<file path="config.mk">
export PLATFORM = sky130hd
export DESIGN_NAME = ber_test_ctrl
export DESIGN_NICKNAME = d
export VERILOG_FILES = /design/src/rtl/ber_test_ctrl.sv
export SDC_FILE = /design/constraint.sdc
export NUM_CORES = 1
export LEC_CHECK = 0
export CORE_AREA = 2 2 163 101
export CTS_BUF_LIST = sky130_fd_sc_hd__clkbuf_8
export DETAILED_ROUTE_END_ITERATION = 6
export DIE_AREA = 0 0 165 103
export MAX_ROUTING_LAYER = met4
export PLACE_DENSITY = 0.79
export SKIP_LAST_GASP = 1
export SYNTH_ARGS = -nofsm -noshare
export SYNTH_HDL_FRONTEND = slang
export SYNTH_SLANG_ARGS = --single-unit
</file>
<file path="constraint.sdc">
create_clock -name CLK -period 6.9 [get_ports CLK]
set_clock_uncertainty 0.2 [all_clocks]
set_input_delay 1.725 -clock CLK [delete_from_list [all_inputs] [get_ports CLK]]
set_output_delay 1.725 -clock CLK [all_outputs]
set_load 0.03 [all_outputs]
</file>
<file path="src/rtl/ber_test_ctrl.sv">
// BER test sequencer: bit-rate strobe, warm-up, measurement phase and
// error-injection timing for the pattern generator, plus progress counters.
module ber_test_ctrl #(
  parameter int DIV_W  = 16,
  parameter int CNT_W  = 32,
  parameter int WARMUP = 32
) (
  input  logic             CLK,
  input  logic             RST,
  input  logic             START,
  input  logic             STOP,
  input  logic [DIV_W-1:0] RATE_DIV,
  input  logic [CNT_W-1:0] LEN,
  input  logic             SINGLE_REQ,
  input  logic             CONT_ERR,
  output logic             PG_EN,
  output logic             PG_SINGLE,
  output logic             PG_ERROR,
  output logic             BUSY,
  output logic             DONE,
  output logic [CNT_W-1:0] BIT_CNT,
  output logic [CNT_W-1:0] ERR_CNT
);

  localparam int WU_W = $clog2(WARMUP + 1);

  localparam logic [1:0] S_IDLE = 2'd0;
  localparam logic [1:0] S_ARM  = 2'd1;
  localparam logic [1:0] S_RUN  = 2'd2;
  localparam logic [1:0] S_DONE = 2'd3;

  logic [1:0]       state_q, state_d;
  logic [DIV_W-1:0] rate_q, rate_d;
  logic [CNT_W-1:0] len_q, len_d;
  logic [DIV_W-1:0] div_q, div_d;
  logic [WU_W-1:0]  warm_q, warm_d;
  logic             pend_q, pend_d;
  logic             pg_en_q, pg_en_d;
  logic             pg_single_q, pg_single_d;
  logic             pg_error_q, pg_error_d;
  logic             busy_q, busy_d;
  logic             done_q, done_d;
  logic [CNT_W-1:0] bit_q, bit_d;
  logic [CNT_W-1:0] err_q, err_d;

  logic active, in_run, run_strobe, next_active, next_run, issue, div_wrap;
  logic [CNT_W-1:0] bit_inc;

  // Next-state, divider, counters and injection decisions
  always_comb begin
    state_d     = state_q;
    rate_d      = rate_q;
    len_d       = len_q;
    div_d       = div_q;
    warm_d      = warm_q;
    bit_d       = bit_q;
    err_d       = err_q;

    active      = (state_q == S_ARM) || (state_q == S_RUN);
    in_run      = (state_q == S_RUN);
    run_strobe  = pg_en_q && in_run;
    div_wrap    = (div_q == rate_q);
    bit_inc     = (bit_q == '1) ? bit_q : bit_q + 1'b1;

    // Divider free-runs only while a test is active.
    if (active) div_d = div_wrap ? '0 : div_q + 1'b1;

    if (state_q == S_ARM && pg_en_q) warm_d = warm_q + 1'b1;
    if (run_strobe) bit_d = bit_inc;

    case (state_q)
      S_IDLE, S_DONE: begin
        if (START && !STOP) begin
          state_d = S_ARM;
          rate_d  = RATE_DIV;
          len_d   = LEN;
          div_d   = '0;
          warm_d  = '0;
          bit_d   = '0;
          err_d   = '0;
        end
      end
      S_ARM: begin
        if (STOP) state_d = S_IDLE;
        else if (pg_en_q && warm_q == WU_W'(WARMUP - 1)) state_d = S_RUN;
      end
      S_RUN: begin
        if (STOP) state_d = S_IDLE;
        else if (run_strobe && len_q != '0 && bit_inc == len_q) state_d = S_DONE;
      end
      default: state_d = S_IDLE;
    endcase

    next_active = (state_d == S_ARM) || (state_d == S_RUN);
    next_run    = (state_d == S_RUN);

    // Strobe only if we are still active next cycle, so DONE/IDLE stay silent.
    pg_en_d     = active && div_wrap && next_active;

    // Single pulse lands the cycle after a strobe; dropped if RUN is ending.
    issue       = run_strobe && pend_q && next_run;
    pg_single_d = issue;
    pend_d      = in_run && next_run && ((pend_q && !issue) || SINGLE_REQ);

    pg_error_d  = CONT_ERR && next_run;

    // One error count per bit even if single and continuous coincide.
    if (run_strobe && (pg_error_q || issue) && err_q != '1) err_d = err_q + 1'b1;

    busy_d      = next_active;
    done_d      = (state_d == S_DONE);
  end

  // State and output registers
  always_ff @(posedge CLK or posedge RST) begin
    if (RST) begin
      state_q     <= S_IDLE;
      rate_q      <= '0;
      len_q       <= '0;
      div_q       <= '0;
      warm_q      <= '0;
      pend_q      <= 1'b0;
      pg_en_q     <= 1'b0;
      pg_single_q <= 1'b0;
      pg_error_q  <= 1'b0;
      busy_q      <= 1'b0;
      done_q      <= 1'b0;
      bit_q       <= '0;
      err_q       <= '0;
    end else begin
      state_q     <= state_d;
      rate_q      <= rate_d;
      len_q       <= len_d;
      div_q       <= div_d;
      warm_q      <= warm_d;
      pend_q      <= pend_d;
      pg_en_q     <= pg_en_d;
      pg_single_q <= pg_single_d;
      pg_error_q  <= pg_error_d;
      busy_q      <= busy_d;
      done_q      <= done_d;
      bit_q       <= bit_d;
      err_q       <= err_d;
    end
  end

  assign PG_EN     = pg_en_q;
  assign PG_SINGLE = pg_single_q;
  assign PG_ERROR  = pg_error_q;
  assign BUSY      = busy_q;
  assign DONE      = done_q;
  assign BIT_CNT   = bit_q;
  assign ERR_CNT   = err_q;

endmodule

</file>
* After elaboration in Yosys (flattened, before gate mapping)
Cells that the tools add are included.
Cells by class: add/sub/neg operators 4, equality and inequality tests 11, muxes and demuxes 20, reduce and logical (&&, ||, !) cells 29
Operators by type and width (number):
- 2-to-1 mux 32 bit | 7
- adder 32 x 1 -> 32 bit, second input constant | 2
- 2-to-1 mux 16 bit | 4
- equality test 32 bit | 1
- equality test 32 bit, second input constant | 1
- inequality test 32 bit, second input constant | 1
- nonzero test 32 bit | 1
- 2-to-1 mux 6 bit | 3
- adder 16 x 1 -> 16 bit, second input constant | 1
- equality test 16 bit | 1
- logical AND 1 bit | 16
- 2-to-1 mux 2 bit | 5
- equality test 2 bit, second input constant | 4
- adder 6 x 1 -> 6 bit, second input constant | 1
- equality test 6 x 5 -> 1 bit, second input constant | 1
- one-hot mux 2 bit (3 select lines) | 1
- equality test 2 x 1 -> 1 bit, second input constant | 2
- logical OR 1 bit | 4
- AND reduction 2 bit | 2
- nonzero test 2 bit | 2
- zero test 1 bit | 2
- zero test 2 bit | 1
- OR reduction 2 bit | 1
Storage, ports and cells: bits in registers 142, bits of input ports 54, output and inout bits 69, logic and storage cells 77

* Longest topological paths before layout
depth after elaboration 14, mapped depth 17, mapped depth without buffers 17

* Worst setup path after synthesis
Ideal clock, no wire load.
path kind flip-flop to flip-flop, from register bit_q[1], in the netlist BIT_CNT[1], to register err_q[17], in the netlist ERR_CNT[17], library setup time 140 ps, arrival 4083 ps, required time 6560 ps, setup slack 2478 ps, stages on the path, launching flop included 18, path buffers 1, period minus slack after synthesis 4422 ps, cells stage by stage dfrtp_1 -> ha_1 -> and4_1 -> clkbuf_1 -> nand2b_1 -> nor4_4 -> and3_1 -> a2bb2o_2 -> nor4b_2 -> nand4_1 -> a21oi_1 -> ha_1 -> a21oi_1 -> a211oi_1 -> nand2_1 -> nor2_1 -> nand4_1 -> mux2i_1
Between the ends: longest elaborated chain between the ends 14, elaborated cells between the ends (all ways) 17, those cells by class add/sub: 1; eq/ne: 3; mux: 5; reduce/logical: 8
RTL lines:
- start: declaration | RTL line 43 | logic [CNT_W-1:0] bit_q, bit_d;
- start signal: assignment | RTL line 142 | bit_q <= bit_d;
- adder 32 x 1 -> 32 bit or equality test 32 bit (tied branches) | RTL line 63 | bit_inc = (bit_q == '1) ? bit_q : bit_q + 1'b1;
- 2-to-1 mux 32 bit (*) | RTL line 63
- equality test 32 bit (*) | RTL line 89 | else if (run_strobe && len_q != '0 && bit_inc == len_q) state_d = S_DONE;
- logical AND 1 bit (*) | RTL line 89
- 2-to-1 mux 2 bit (*) | RTL line 89
- 2-to-1 mux 2 bit (*) | RTL line 88 | if (STOP) state_d = S_IDLE;
- one-hot mux 2 bit (3 select lines) (*) | RTL line 71 | case (state_q)
- net state_d[1] | RTL line 32 | logic [1:0] state_q, state_d;
- equality test 2 bit (*) | RTL line 95 | next_run = (state_d == S_RUN);
- logical AND 1 bit (*) | RTL line 101 | issue = run_strobe && pend_q && next_run;
- logical OR 1 bit (*) | RTL line 108 | if (run_strobe && (pg_error_q || issue) && err_q != '1) err_d = err_q + 1'b1;
- logical AND 1 bit (*) (2 in series) | RTL line 108
- nonzero test 2 bit (no line)
- AND reduction 2 bit (no line)
- end signal: assignment | RTL line 143 | err_q <= err_d;
- end: declaration | RTL line 44 | logic [CNT_W-1:0] err_q, err_d;
The timed path passes the listed nets; every way through them passes the cells marked *. A chain may end at the register's enable or synchronous reset.

* Final worst setup path
from register bit_q[9], in the netlist BIT_CNT[9], to register err_q[30], in the netlist ERR_CNT[30]
Between the ends: longest elaborated chain between the ends 14, elaborated cells between the ends (all ways) 17, those cells by class add/sub: 1; eq/ne: 3; mux: 5; reduce/logical: 8
RTL lines (RTL line):
- adder 32 x 1 -> 32 bit or equality test 32 bit (tied branches) | 63
- 2-to-1 mux 32 bit (*) | 63
- equality test 32 bit (*) | 89
- logical AND 1 bit (*) | 89
- 2-to-1 mux 2 bit (*) | 89
- 2-to-1 mux 2 bit (*) | 88
- one-hot mux 2 bit (3 select lines) (*) | 71
- equality test 2 bit (*) | 95
- logical AND 1 bit (*) | 101
- logical OR 1 bit (*) | 108
- logical AND 1 bit (*) (2 in series) | 108
- nonzero test 2 bit (no line)
- AND reduction 2 bit (no line)
Every way passes the cells marked *; elsewhere a longest branch is shown, timed or not.

==> metrics <==
Post-Route WL 23.6 mm; Area Overhead vs Synth 20.7%; clk_lat worst skew 480 ps; CTS resizes 0; peak supply drop 0.000124 V; minimum clock period 5770 ps; HP Class reg2reg; num ports 123; die area 17000 um^2; dpl cells 1244; setup repair bufs after CTS 0; first-pass GRT wire length 37.2 mm; vias per inst 5.93; cell taking the most area after synthesis dfrtp_1; FF-to-FF Start BIT_CNT[9]; Power Total 1.95 mW; largest net degree at the start of global routing 100; Post-synth ARST share 1.00; Netlist cell types 69; Final ANT Viol Nets 0; sequential share of the synthesized area 0.432; status completed; Post-Syn Area 8230 um^2; Post-Synthesis Cells 953; Final Slew Violations 0; 1st-pass router iterations 7; TritonCTS Buffers 17; hold buffers post-CTS 0; WHS Endpoint ERR_CNT[9]; Worst-path clk slew 90 ps; gr usage total 0.300; Post-Syn Nets 1015; Critical Path Start Type register; Core Area 15700 um^2; vias post-DR 7571; hold path cells 1; TritonCTS clock tree yes; max_cap viols 0; Final Hold Vio Count 0; placed inst area 9570 um^2; fin cells 1276; PwrDens 196 nW/um^2; Final GP Congestion 1.05; #FFs+latches synth 142; number of cells on the worst reg-to-reg path 14; Setup CP Type reg2reg; layout net count 1116; highest clock rate 173 MHz; Port Buffers 122; Pleak 4.20 nW; worst hold start ERR_CNT[9]; antenna cells 0; drt first-iter violations 758; synth warn 0; number of synthesized flops with an enable pin 0; Chip Height 103 um; final worst path period share 0.836; Slew @ Worst Pin 936 ps; vias in the first global route 6685; Post-Layout Inst Area 9940 um^2; r2r endpoint ERR_CNT[30]; critical path fanouts, max 24; Clock Path Buffers 2; GR Overflow Total 0; Min Hold Slack 302 ps; share of the synthesized area in the top cell type 0.432; Reg2Reg Setup Slack 1130 ps; DRC viols 0; RSZ-0062 raised after global routing false; total negative slack 0 ps; final setup violation count 0; H-tree depth 4; ranking of synthesized cells by area dfrtp_1, nand2_1, xnor2_1; Critical Path AT 5930 ps; Initial Util 0.524; Wirelength per Cell 18.5 um; CTS root buf clkbuf_8; antenna violations before repair 0; slew margin rel. 0.370; clock sinks 142; top_reg_cell synth dfrtp_1; die width 165 um; WP data required 7060 ps; Critical Path Sink Type register; share of cells above drive strength 1 0.0590; row count 36; dpl hpwl 17.4 mm; Mapped Avg Cell Area 8.64 um^2
area by class of cell:
cell class                 count  area, um^2
sequential                   142        3550
inverter                      13        53.8
timing repair buffer         128        1270
clock inverter                13         105
tap                          209         262
multi-input combinational    752        4440
clock buffer                  19         262
fill                        1315        5780
registers in the layout, indices dropped and copies added (netlist names):
register and count:
div_q 16, BUSY 1, warm_q 6, rate_q 16, state_q 2, BIT_CNT 32
pend_q 1, PG_EN 1, DONE 1, PG_ERROR 1, len_q 32, ERR_CNT 32
PG_SINGLE 1
layout by cell type, fill, tap and decap left out, types with 5 or more instances in the layout:
master             n
nor3_1            20
a31oi_1           10
dfrtp_1          142
and3_1            17
and4_1            14
nand2_1          216
mux2i_1            9
clkbuf_8          19
ha_1               8
nor2_1            85
and2_1            13
xnor2_1           56
nor4_1            16
or3_1             13
nand2b_1           5
nand3_1           40
buf_4              6
o21ai_0           47
nand4_1           35
clkdlybuf4s50_1  122
xor2_1            38
inv_1             12
inv_6              5
a211oi_1           5
a21oi_1           26
power breakdown:
part           internal, mW  leakage (nW)  switching, mW
logic                 0.143          2.11          0.182
registers             0.899          1.91         0.0976
clock network         0.274         0.181          0.354
Yosys cell counts (all sizes together), types with 3 or more instances:
| master | count |
|---|---|
| a211oi | 6 |
| a21oi | 26 |
| a221oi | 3 |
| a31oi | 10 |
| and2 | 14 |
| and3 | 17 |
| and4 | 14 |
| buf | 17 |
| clkbuf | 29 |
| dfrtp | 142 |
| ha | 8 |
| inv | 13 |
| mux2i | 9 |
| nand2 | 216 |
| nand2b | 5 |
| nand3 | 42 |
| nand4 | 38 |
| nor2 | 87 |
| nor3 | 22 |
| nor4 | 21 |
| o2111ai | 4 |
| o211ai | 5 |
| o21ai | 48 |
| o221ai | 3 |
| o2bb2ai | 3 |
| o31ai | 4 |
| o41ai | 4 |
| or3 | 13 |
| or4 | 4 |
| xnor2 | 56 |
| xor2 | 38 |
layer usage:
layer	wire, um	track usage	vias up
li1	-	-	3568
met1	11600	0.454	3609
met2	8910	0.369	372
met3	2880	0.113	22
met4	177	0.0622	0
met5	0	-	-
critical path, cell delays in order, from the launching register on:
cell and delay (ps):
dfrtp_1 540, nand4_1 580, nor4_2 530, nand3_1 420, mux2i_1 230, a2111oi_0 440
nor4b_2 280, nand4_1 230, a21o_1 270, ha_1 260, a21oi_1 190, a211o_1 630
nand2_1 510, o211ai_1 240, o31ai_1 90
kinds of logic after synthesis:
group | synth area share
and+or+nand+nor | 0.307
DFF | 0.432
AOI/OAI and AO/OA | 0.108
xor gates and xnor gates | 0.100
buffers and inverters | 0.0307
muxes | 0.0109
adders and majority gates | 0.0122
per-stage QoR:
stage / setup slack, ps / utilization
finish: 1130 / 0.632
global route: 703 / 0.632
CTS: 1170 / 0.632
detailed placement: 1220 / 0.609
global placement: 1470 / 0.609
floorplan: 1170 / -
how the worst max path moves through the flow:
stage                          start  depth (start not counted)  slack, ps     endpoint
after global routing      BIT_CNT[9]                         14        700  ERR_CNT[26]
after CTS                 BIT_CNT[9]                         14       1170  ERR_CNT[30]
after global placement    BIT_CNT[9]                         14       1470  ERR_CNT[30]
after floorplan                  RST                          1       1170   BIT_CNT[0]
final                     BIT_CNT[9]                         14       1130  ERR_CNT[30]
after detailed placement  BIT_CNT[9]                         14       1220  ERR_CNT[30]
No activity file was read; power rests on OpenSTA's default activity.
